`src/rtl/uart_prog_loader_if.sv`:
```
// Instruction-memory write bus between the UART program loader and the
// FPU core's instruction memory.
//   imem_we_o    : one-cycle write strobe
//   imem_addr_o  : word address (ADDR_W bits)
//   imem_wdata_o : 32-bit instruction word
// master = loader (drives the bus), slave = memory side.
interface uart_prog_loader_if #(
  parameter int ADDR_W = 10
);
  logic              imem_we_o;
  logic [ADDR_W-1:0] imem_addr_o;
  logic [31:0]       imem_wdata_o;

  modport master (output imem_we_o, imem_addr_o, imem_wdata_o);
  modport slave  (input  imem_we_o, imem_addr_o, imem_wdata_o);
endinterface

```
`src/rtl/uart_prog_loader.sv`:
```
// UART program loader: receive end of the host program-load link.
// Deserialises 8N1 frames from rx_i, packs four bytes little-endian into a
// 32-bit word and writes each word to instruction memory at consecutive
// addresses. The sentinel word END_WORD ends the load (never written).
// Ports:
//   wb_clk_i     system clock
//   wb_rst_i     asynchronous reset, active high
//   en_i         load enable; low holds the receiver idle and drops a partial word
//   rx_i         UART serial input, idle high
//   imem         instruction-memory write bus (master side)
//   prog_done_o  sticky: sentinel received
//   frame_err_o  sticky: a stop bit was sampled low
// CLKS_PER_BIT must be >= 4.
module uart_prog_loader #(
  parameter int          CLKS_PER_BIT = 434,
  parameter int          ADDR_W       = 10,
  parameter logic [31:0] END_WORD     = 32'h00000FFF
) (
  input  logic               wb_clk_i,
  input  logic               wb_rst_i,
  input  logic               en_i,
  input  logic               rx_i,
  uart_prog_loader_if.master imem,
  output logic               prog_done_o,
  output logic               frame_err_o
);

  localparam int CW = $clog2(CLKS_PER_BIT);
  localparam logic [CW-1:0] BIT_END  = CW'(CLKS_PER_BIT - 1);
  localparam logic [CW-1:0] HALF_END = CW'(CLKS_PER_BIT / 2 - 1);

  typedef enum logic [2:0] {IDLE, START, DATA, STOP, WRITE} state_t;

  typedef struct packed {
    logic [ADDR_W-1:0] addr;
    logic [31:0]       data;
  } wr_req_t;

  state_t            state_q, state_d;
  logic              rx_meta_q, rx_sync_q;
  logic [CW-1:0]     clk_cnt_q, clk_cnt_d;
  logic [2:0]        bit_cnt_q, bit_cnt_d;
  logic [1:0]        byte_cnt_q, byte_cnt_d;
  logic [7:0]        shift_q, shift_d;
  logic [31:0]       word_q, word_d;
  logic [ADDR_W-1:0] addr_q, addr_d;
  wr_req_t           wr_q, wr_d;
  logic              we_q, we_d;
  logic              done_q, done_d;
  logic              ferr_q, ferr_d;
  // After a bad stop bit the line may still be low; a start bit is only
  // armed again once the line has been seen high.
  logic              wait_hi_q, wait_hi_d;

  // 2-flop synchroniser, idles high
  always_ff @(posedge wb_clk_i or posedge wb_rst_i) begin
    if (wb_rst_i) begin
      rx_meta_q <= 1'b1;
      rx_sync_q <= 1'b1;
    end else begin
      rx_meta_q <= rx_i;
      rx_sync_q <= rx_meta_q;
    end
  end

  always_ff @(posedge wb_clk_i or posedge wb_rst_i) begin
    if (wb_rst_i) begin
      state_q    <= IDLE;
      clk_cnt_q  <= '0;
      bit_cnt_q  <= '0;
      byte_cnt_q <= '0;
      shift_q    <= '0;
      word_q     <= '0;
      addr_q     <= '0;
      wr_q       <= '0;
      we_q       <= 1'b0;
      done_q     <= 1'b0;
      ferr_q     <= 1'b0;
      wait_hi_q  <= 1'b0;
    end else begin
      state_q    <= state_d;
      clk_cnt_q  <= clk_cnt_d;
      bit_cnt_q  <= bit_cnt_d;
      byte_cnt_q <= byte_cnt_d;
      shift_q    <= shift_d;
      word_q     <= word_d;
      addr_q     <= addr_d;
      wr_q       <= wr_d;
      we_q       <= we_d;
      done_q     <= done_d;
      ferr_q     <= ferr_d;
      wait_hi_q  <= wait_hi_d;
    end
  end

  always_comb begin
    state_d    = state_q;
    clk_cnt_d  = clk_cnt_q;
    bit_cnt_d  = bit_cnt_q;
    byte_cnt_d = byte_cnt_q;
    shift_d    = shift_q;
    word_d     = word_q;
    addr_d     = addr_q;
    wr_d       = wr_q;
    we_d       = 1'b0;
    done_d     = done_q;
    ferr_d     = ferr_q;
    wait_hi_d  = wait_hi_q;

    unique case (state_q)
      IDLE: begin
        clk_cnt_d = '0;
        bit_cnt_d = '0;
        if (wait_hi_q) begin
          if (rx_sync_q) wait_hi_d = 1'b0;
        end else if (!done_q && !rx_sync_q) begin
          state_d = START;
        end
      end

      // Resample mid start bit; a high line here was a glitch.
      START: begin
        if (clk_cnt_q == HALF_END) begin
          clk_cnt_d = '0;
          state_d   = rx_sync_q ? IDLE : DATA;
        end else begin
          clk_cnt_d = clk_cnt_q + 1'b1;
        end
      end

      DATA: begin
        if (clk_cnt_q == BIT_END) begin
          clk_cnt_d = '0;
          shift_d   = {rx_sync_q, shift_q[7:1]};
          bit_cnt_d = bit_cnt_q + 1'b1;
          if (bit_cnt_q == 3'd7) state_d = STOP;
        end else begin
          clk_cnt_d = clk_cnt_q + 1'b1;
        end
      end

      STOP: begin
        if (clk_cnt_q == BIT_END) begin
          clk_cnt_d = '0;
          if (rx_sync_q) begin
            word_d[{byte_cnt_q, 3'b000} +: 8] = shift_q;
            byte_cnt_d = byte_cnt_q + 1'b1;
            if (byte_cnt_q == 2'd3) begin
              state_d = WRITE;
              // Strobe is registered so it is high exactly during WRITE;
              // the captured addr/data hold until the next write.
              if (word_d != END_WORD) begin
                we_d   = 1'b1;
                wr_d   = '{addr: addr_q, data: word_d};
                addr_d = addr_q + 1'b1;
              end
            end else begin
              state_d = IDLE;
            end
          end else begin
            ferr_d    = 1'b1;
            wait_hi_d = 1'b1;
            state_d   = IDLE;
          end
        end else begin
          clk_cnt_d = clk_cnt_q + 1'b1;
        end
      end

      WRITE: begin
        if (word_q == END_WORD) done_d = 1'b1;
        byte_cnt_d = '0;
        word_d     = '0;
        state_d    = IDLE;
      end

      default: state_d = IDLE;
    endcase

    // Disable wins over everything: drop the partial word, keep address and flags.
    if (!en_i) begin
      state_d    = IDLE;
      byte_cnt_d = '0;
      word_d     = '0;
      we_d       = 1'b0;
      wr_d       = wr_q;
      addr_d     = addr_q;
      wait_hi_d  = 1'b0;
    end
  end

  assign imem.imem_we_o    = we_q;
  assign imem.imem_addr_o  = wr_q.addr;
  assign imem.imem_wdata_o = wr_q.data;
  assign prog_done_o       = done_q;
  assign frame_err_o       = ferr_q;

endmodule

```
`src/flat_wrapper.sv`:
```
// flat-port wrapper written by rule: the top's interface ports become plain ports
module uart_prog_loader_flat 
#(
  parameter int          CLKS_PER_BIT = 434,
  parameter int          ADDR_W       = 10,
  parameter logic [31:0] END_WORD     = 32'h00000FFF
)
  (wb_clk_i, wb_rst_i, en_i, rx_i, prog_done_o, frame_err_o, imem_imem_we_o, imem_imem_addr_o, imem_imem_wdata_o);
  uart_prog_loader_if #(.ADDR_W(ADDR_W)) imem_i ();
  input  logic wb_clk_i;
  input  logic wb_rst_i;
  input  logic en_i;
  input  logic rx_i;
  output logic prog_done_o;
  output logic frame_err_o;
  output wire logic [$bits(imem_i.imem_we_o)-1:0] imem_imem_we_o;
  output wire logic [$bits(imem_i.imem_addr_o)-1:0] imem_imem_addr_o;
  output wire logic [$bits(imem_i.imem_wdata_o)-1:0] imem_imem_wdata_o;
  assign imem_imem_we_o = imem_i.imem_we_o;
  assign imem_imem_addr_o = imem_i.imem_addr_o;
  assign imem_imem_wdata_o = imem_i.imem_wdata_o;
  uart_prog_loader #(.CLKS_PER_BIT(CLKS_PER_BIT), .ADDR_W(ADDR_W), .END_WORD(END_WORD)) u_core (.wb_clk_i(wb_clk_i), .wb_rst_i(wb_rst_i), .en_i(en_i), .rx_i(rx_i), .imem(imem_i), .prog_done_o(prog_done_o), .frame_err_o(frame_err_o));
endmodule
```
`config.mk`:
```
export PLATFORM = sky130hd
export DESIGN_NAME = uart_prog_loader_flat
export DESIGN_NICKNAME = d
export VERILOG_FILES = /design/src/rtl/uart_prog_loader_if.sv /design/src/rtl/uart_prog_loader.sv /design/src/flat_wrapper.sv
export SDC_FILE = /design/constraint.sdc
export NUM_CORES = 1
export LEC_CHECK = 0
export BUFFER_PORTS_ARGS = -buffer_cell sky130_fd_sc_hd__buf_2
export CAP_MARGIN = 40
export CORE_MARGIN = 3
export CORE_UTILIZATION = 33
export CTS_CLUSTER_SIZE = 30
export DETAILED_ROUTE_END_ITERATION = 10
export PLACE_DENSITY = 0.48
export SYNTH_ARGS = -nofsm -noshare
export SYNTH_HDL_FRONTEND = slang
export SYNTH_SLANG_ARGS = --single-unit
```
`constraint.sdc`:
```
create_clock -name wb_clk_i -period 4.3 [get_ports wb_clk_i]
set_input_delay 0.215 -clock wb_clk_i [delete_from_list [all_inputs] [get_ports wb_clk_i]]
set_output_delay 0.215 -clock wb_clk_i [all_outputs]
set_load 0.02 [all_outputs]
```
-- Yosys cells after proc, flatten, opt, wreduce, memory -nomap -nowiden
Index checks and enable logic that the tools add are counted.
- flip-flop bits (word level): 115
- latch bits: 0
- RAM bits: 0
- ROM bits: 0
- input port bits: 4
- output and inout bits: 45
- word-level logic and storage cells: 96
- memories: 0
- add/sub/neg operators: 5
- multiply operators: 0
- div/mod/pow operators: 0
- magnitude comparators: 0
- equality and inequality tests: 21
- shifts and indexed selects: 2
- multiplexer cells: 37
- bitwise operators: 1
- reductions and logical operators: 15
- operators with widths (cell ; count):
    $mux W32 ; 3
    $pmux W32 S2 ; 1
    $bwmux W32 ; 1
    $eq A32 B12 Y1 const B ; 1
    $ne A32 B12 Y1 const B ; 1
    $shift A8 B7 Y32 const A ; 1
    $shiftx A8 B7 Y32 ; 1
    $mux W3 ; 10
    $pmux W9 S3 ; 1
    $mux W9 ; 2
    $ne A3 B2 Y1 const B ; 6
    $pmux W3 S4 ; 1
    $reduce_and A6 Y1 ; 2
    $mux W1 ; 11
    $add A10 B1 Y10 const B ; 1
    $add A9 B1 Y9 const B ; 1
    $eq A9 B8 Y1 const B ; 1
    $eq A9 B9 Y1 const B ; 1
    $reduce_and A3 Y1 ; 3
    $mux W2 ; 4
    $neg A5 Y7 ; 1
    $eq A3 B2 Y1 const B ; 2
    $eq A3 B3 Y1 const B ; 2
    $ne A3 B1 Y1 const B ; 2
    other kinds (17) ; 21

-- Depth between registers and ports, before layout
- depth in word-level cells: 10
- mapped depth: 13
- mapped depth without buffers: 9

-- Least setup slack after synthesis
No wires, ideal clock.
- path kind: reg-to-reg
- start point: reg u_core.byte_cnt_q[0]
- end point: reg u_core.wr_q (netlist bit u_core.imem.imem_addr_o[0])
- setup time: 0.125 ns
- data arrival time: 2.933 ns
- path slack: 1.242 ns
- cell stages (with the launch flop): 12
- buffers on the path: 3
- period minus slack after synthesis: 3.058 ns
- cells stage by stage: dfrtp_1 > buf_2 > inv_1 > ha_1 > buf_2 > nor3b_4 > a21oi_2 > nor4_1 > nand4_1 > o311ai_4 > buf_8 > mux2_4
- cells in the longest elaborated chain, start to end: 5
- elaborated cells between the ends (all ways): 7
- classes of those cells: add/sub: 1; eq/ne: 2; shift: 2; mux: 1; reduce/logical: 1
- ends and longest elaborated chain (item ; RTL line ; RTL):
    start: declaration ; uart_prog_loader.sv:43 ; logic [1:0] byte_cnt_q, byte_cnt_d;
    start signal: assignment ; uart_prog_loader.sv:84 ; byte_cnt_q <= byte_cnt_d;
    $neg A5 Y7 ; uart_prog_loader.sv:146 ; word_d[{byte_cnt_q, 3'b000} +: 8] = shift_q;
    $shiftx A8 B7 Y32 / $shift A8 B7 Y32 (equally long branches) ; uart_prog_loader.sv:146 ;
    $bwmux W32 ; uart_prog_loader.sv:146 ;
    $ne A32 B12 Y1 ; uart_prog_loader.sv:152 ; if (word_d != END_WORD) begin
    $reduce_and A6 Y1 (no source line) (*) ; -- ;
    end signal: assignment ; uart_prog_loader.sv:88 ; wr_q <= wr_d;
    end: declaration ; uart_prog_loader.sv:47 ; wr_req_t wr_q, wr_d;
Mark *: on every way between the ends. The rest lies on a longest branch, timed or not.
A chain may end at the register's enable or synchronous reset.

-- Worst setup path in the final report
- start point: reg u_core.byte_cnt_q[0]
- end point: reg u_core.wr_q (netlist bit u_core.imem.imem_wdata_o[18])
- cells in the longest elaborated chain, start to end: 5
- elaborated cells between the ends (all ways): 7
- classes of those cells: add/sub: 1; eq/ne: 2; shift: 2; mux: 1; reduce/logical: 1
- ends and longest elaborated chain (item ; RTL line):
    $neg A5 Y7 ; uart_prog_loader.sv:146
    $shiftx A8 B7 Y32 / $shift A8 B7 Y32 (equally long branches) ; uart_prog_loader.sv:146
    $bwmux W32 ; uart_prog_loader.sv:146
    $ne A32 B12 Y1 ; uart_prog_loader.sv:152
    $reduce_and A6 Y1 (no source line) ; --
Several ways; a longest one is shown, not always the timed one.

==> impl.org <==
** Run status
- The run finished with clean final reports.

** Clock network
- Bufs on Longest Clock Path :: 2
- Clk sinks :: 115
- TritonCTS built the clock tree.
- Number of instances resized during post-cts repair :: 0
- Clock-pin slew was measured on the worst setup and hold paths at 0.06 ns.
- Total clock buffers created by CTS :: 17
- Maximum level of the CTS H-tree :: 4
- At the later pin of the worst-skew pair, clock insertion delay measures 0.41 ns.
- The cell sitting at the root of the clock tree is a clkbuf_16.

** Timing
- Setup violations remaining at the end of the flow were counted as 0.
- Sum of negative setup slack :: 0 ns
- Worst Clk Skew :: ~0.012 ns
- Max transition margin :: between 50 and 60%
- Final clock period utilization by the worst path :: 82.1%
- The total count of hold-check failures in the final report is 0.
- Final Critical Period :: 3.53 ns
- Slew at the pin with the worst max-slew slack :: 0.659 ns
- Setup repair after global routing left no endpoint under its margin.
- Final Max Tran Viols :: 0
- Static timing analysis puts the maximum clock frequency at 283 MHz.
- Across all hold checks on the routed design, the worst slack comes to 0.177 ns.

** Finish
- Cells fill between 40% and 50% of the core in the end.
- Antenna diode count :: 0
- The area growth from synthesis to layout is 18.5%.
- Net total in the final layout :: around 570
- Number of fillers in the final layout :: 1581
- Of the cells placed in the final design, the portion with a size suffix greater than 1 is between 20% and 30%.

** Pwr
- In this run, the clock network consumes 52.9% of the power.
- Summed over all nets, the switching power comes to ~590 µW.
- Cell-internal power :: about 1.9 mW
- Dividing total power by cell area gives a power density of between 300 and 400 nW/µm².
- Fraction of power consumed by sequential logic :: 44.5%
- Max IR drop VDD :: ~0.00024 V
- Combinational group share of total power :: 2.6%
- Of the total power, the share spent switching nets is 24.0%.
- Summed over all cells, the static leakage comes to 3.01 nW.

** Synthesis
- Post-synthesis sequential area ratio :: 53.3%
- The commonest cells after synthesis are dfrtp_1, nand2_1, o21ai_0.
- Synth top area share :: 52.3%
- After synthesis the cells add up to ~5400 µm².
- The synthesized netlist devotes 17.8% of its cell area to simple gates.
- Synthesis instantiated 53 different standard cells from the library.
- Yosys reg bits :: about 120
- Most instantiated library cell after synthesis :: dfrtp_1
- Synth top area cells :: dfrtp_1, o21ai_0, nand2_1
- Of the total synthesized cell area, the portion taken by full adders, half adders and majority gates is between 2 and 3%.
- After synthesis, the mean cell area works out to about 10 µm².
- Gate Count Post-Synth :: 519
- The synthesized netlist devotes 2.27% of its cell area to XOR and XNOR gates.
- Proportion of synthesized area in mux cells :: 5.05%
- For this run, the leading register cell type out of synthesis is dfrtp_1.
- Of all flip-flops after synthesis, the portion carrying an async set or reset was 100%.
- Yosys mapped a number of flops with a built-in enable equal to 0.
- Fraction of the mapped netlist area in compound gates :: between 10% and 20%
- Combinational family with the most area after synthesis :: simple AND/OR/NAND/NOR gates
- Yosys printed 0 warnings.
- Post-synth top area cell :: dfrtp_1
- Total nets after synthesis :: 534

** Route
- Average via count per standard cell :: between 5 and 6
- Number of design-rule violations left by the first detailed-router iteration :: ~250
- For this block, the via count after detailed routing is 3990.
- Total iterations of the first detailed-routing run :: 4
- In the routed design, unresolved DRC markers number 0.
- In this run the remaining antenna-violating nets after routing total 0.
- WL per Instance :: 16.2 µm
- Total wirelength of the detailed-routed design :: around 13000 µm

** GRT
- Number of global-route vias before repair :: 3907
- Remaining Overflow, GRT :: 0
- The initial antenna violation count is 0.
- Global-route wire length before repair :: 21100 µm
- Entering global routing, the biggest net connects 54 pins.
- Global routing used 15.0% of the available tracks.

** Setup path
- Among all stages on the critical path, the largest delay is contributed by o311ai_2.
- The largest single stage delay on the critical path is 0.58 ns.
- In this design, the largest share of critical-path delay is due to simple AND/OR/NAND/NOR gates.
- The worst setup path is launched from a flip-flop.
- Arrival time reported for the critical path endpoint :: approximately 3.8 ns
- Of all nets on the critical path, the largest fanout is 24.
- Traced cell by cell, the critical path runs through inv_1 -> ha_1 -> nor3b_4 -> a21oi_1 -> nor4_1 -> nand4_1 -> o311ai_2 -> buf_4 -> o21ai_0.
- For the worst setup path, the data required time is between 4 and 5 ns.
- Category of the most critical setup path :: reg -> reg
- Combined buffer and inverter count along the critical path :: 2
- STA classifies the critical path endpoint as a flip-flop.

** Floorplan
- between 40 and 50 I/O pins were placed.
- Initial core utilization :: 33.9%
- Die area :: 18000 µm²
- Die boundary width :: between 100 and 150 µm
- After floorplanning, the core was divided into 46 placement rows.
- The core region is approximately 16000 µm².
- DIE HEIGHT :: 134 µm

** Job
- The tool flagged a number of max-cap violations equal to 0.

** Placed design
- Final RePlAce weighted congestion :: 0.809
- Buffers placed on the I/O ports in this run total 48.
- Summed over all nets, the half-perimeter wirelength after detailed placement is 9010 µm.

** Worst hold path
- The min-delay analysis places its worst path in the category in -> reg.
-- through the flow --
stage	power, mW	instance area [µm²]	worst slack [ns]	instances
after floorplan	1.16	5410	1.04	519
after global placement	1.18	5800	0.907	753
after detailed placement	1.18	5830	0.761	754
after CTS	2.51	6410	0.764	788
after global routing	2.57	6410	0.393	788
final	2.47	6410	0.772	788
-- cells by family after synthesis --
| kind of cell | after synthesis |
|---|---|
| and+or+nand+nor | 186 |
| AOI/OAI and AO/OA | 127 |
| DFF | 115 |
| buffers and inverters | 45 |
| muxes | 21 |
| xor gates and xnor gates | 14 |
| adders and majority gates | 11 |
-- power by group through the flow --
stage,registers (mW),logic [mW],clock network [mW]
floorplan,1.11,0.0477,0
global placement,1.12,0.0608,0
detailed placement,1.12,0.0645,0
CTS,1.10,0.0663,1.34
global route,1.10,0.0731,1.39
finish,1.10,0.0637,1.31
-- worst register-to-register path, delay by kind of cell (launching register included) --
kind	cells	cell delay (ns)
adders and majority gates	1	0.53
buffers and inverters	2	0.52
DFF	1	0.53
and+or+nand+nor	3	0.91
AOI/OAI and AO/OA	3	0.91
-- layout by cell type (no fill, tap or decap), drive strengths merged, types with 3 or more instances in the layout --
cell      synthesis  routed
nor3             11      11
a2bb2oi           4       4
mux2             20      20
a22o             20      20
o21ai            55      55
nor3b             3       3
a21o              3       3
nor4              9       9
nand4             9       9
clkinvlp          0       6
inv              11      19
a31oi             4       4
ha               11      11
and3              6       6
xnor2             4       4
buf              12      53
nand3            11      11
and2              6       6
nand2            67      67
a32o              4       4
dfrtp           113     113
nor2b            22      22
nand3b            5       5
o2bb2ai           3       3
clkbuf           22      18
and3b             3       3
a22oi             4       4
xor2             10      10
nor2             26      26
a21oi            25      25
-- metal layers --
layer | track usage (%) | vias up | part of all wire (%)
met5 | 0 | - | 0
li1 | - | 1923 | -
met2 | 22.3 | 83 | 46
met1 | 21.5 | 1975 | 49
met4 | 4.57 | 0 | 0.72
met3 | 4.16 | 9 | 4.0
-- area by class of cell --
| class | count | area [µm²] | share of cell area, % |
|---|---|---|---|
| inverters | 11 | 43.8 | 0.684 |
| repair buffers | 55 | 330 | 5.16 |
| multi-input cells | 359 | 2320 | 36.3 |
| flip-flops and latches | 115 | 2880 | 45.0 |
| well taps | 216 | 270 | 4.22 |
| clock inverters | 14 | 120 | 1.87 |
| clock buffers | 18 | 439 | 6.86 |
-- state kept, by name, indices dropped and copies added (netlist names) --
register,flops
u_core.imem.imem_we_o,1
u_core.word_q,32
u_core.shift_q,8
u_core.byte_cnt_q,2
u_core.wait_hi_q,1
u_core.imem.imem_addr_o,10
u_core.bit_cnt_q,3
u_core.imem.imem_wdata_o,32
u_core.state_q,3
u_core.rx_meta_q,1
u_core.frame_err_o,1
u_core.clk_cnt_q,9
u_core.prog_done_o,1
u_core.rx_sync_q,1
u_core.addr_q,10
-- worst paths after layout --
check / startpoint / to / slack (ns) / cells after the start
max: u_core.byte_cnt_q[0] / u_core.imem.imem_wdata_o[18] / 0.77 / 9
min: en_i / u_core.state_q[1] / 0.18 / 3
max reg2reg: u_core.byte_cnt_q[0] / u_core.imem.imem_wdata_o[18] / 0.77 / 9
min reg2reg: u_core.rx_meta_q / u_core.rx_sync_q / 0.35 / 0
max in group asynchronous: wb_rst_i / u_core.word_q[27] / 3.13 / 4
min in group asynchronous: wb_rst_i / u_core.word_q[13] / 0.37 / 3
-- what timing repair did --
action,4_1_cts,5_1_grt
hold endpoints to repair,31,0
buffers inserted,0,0
hold buffers,2,0
(Power assumes the default switching activity.)
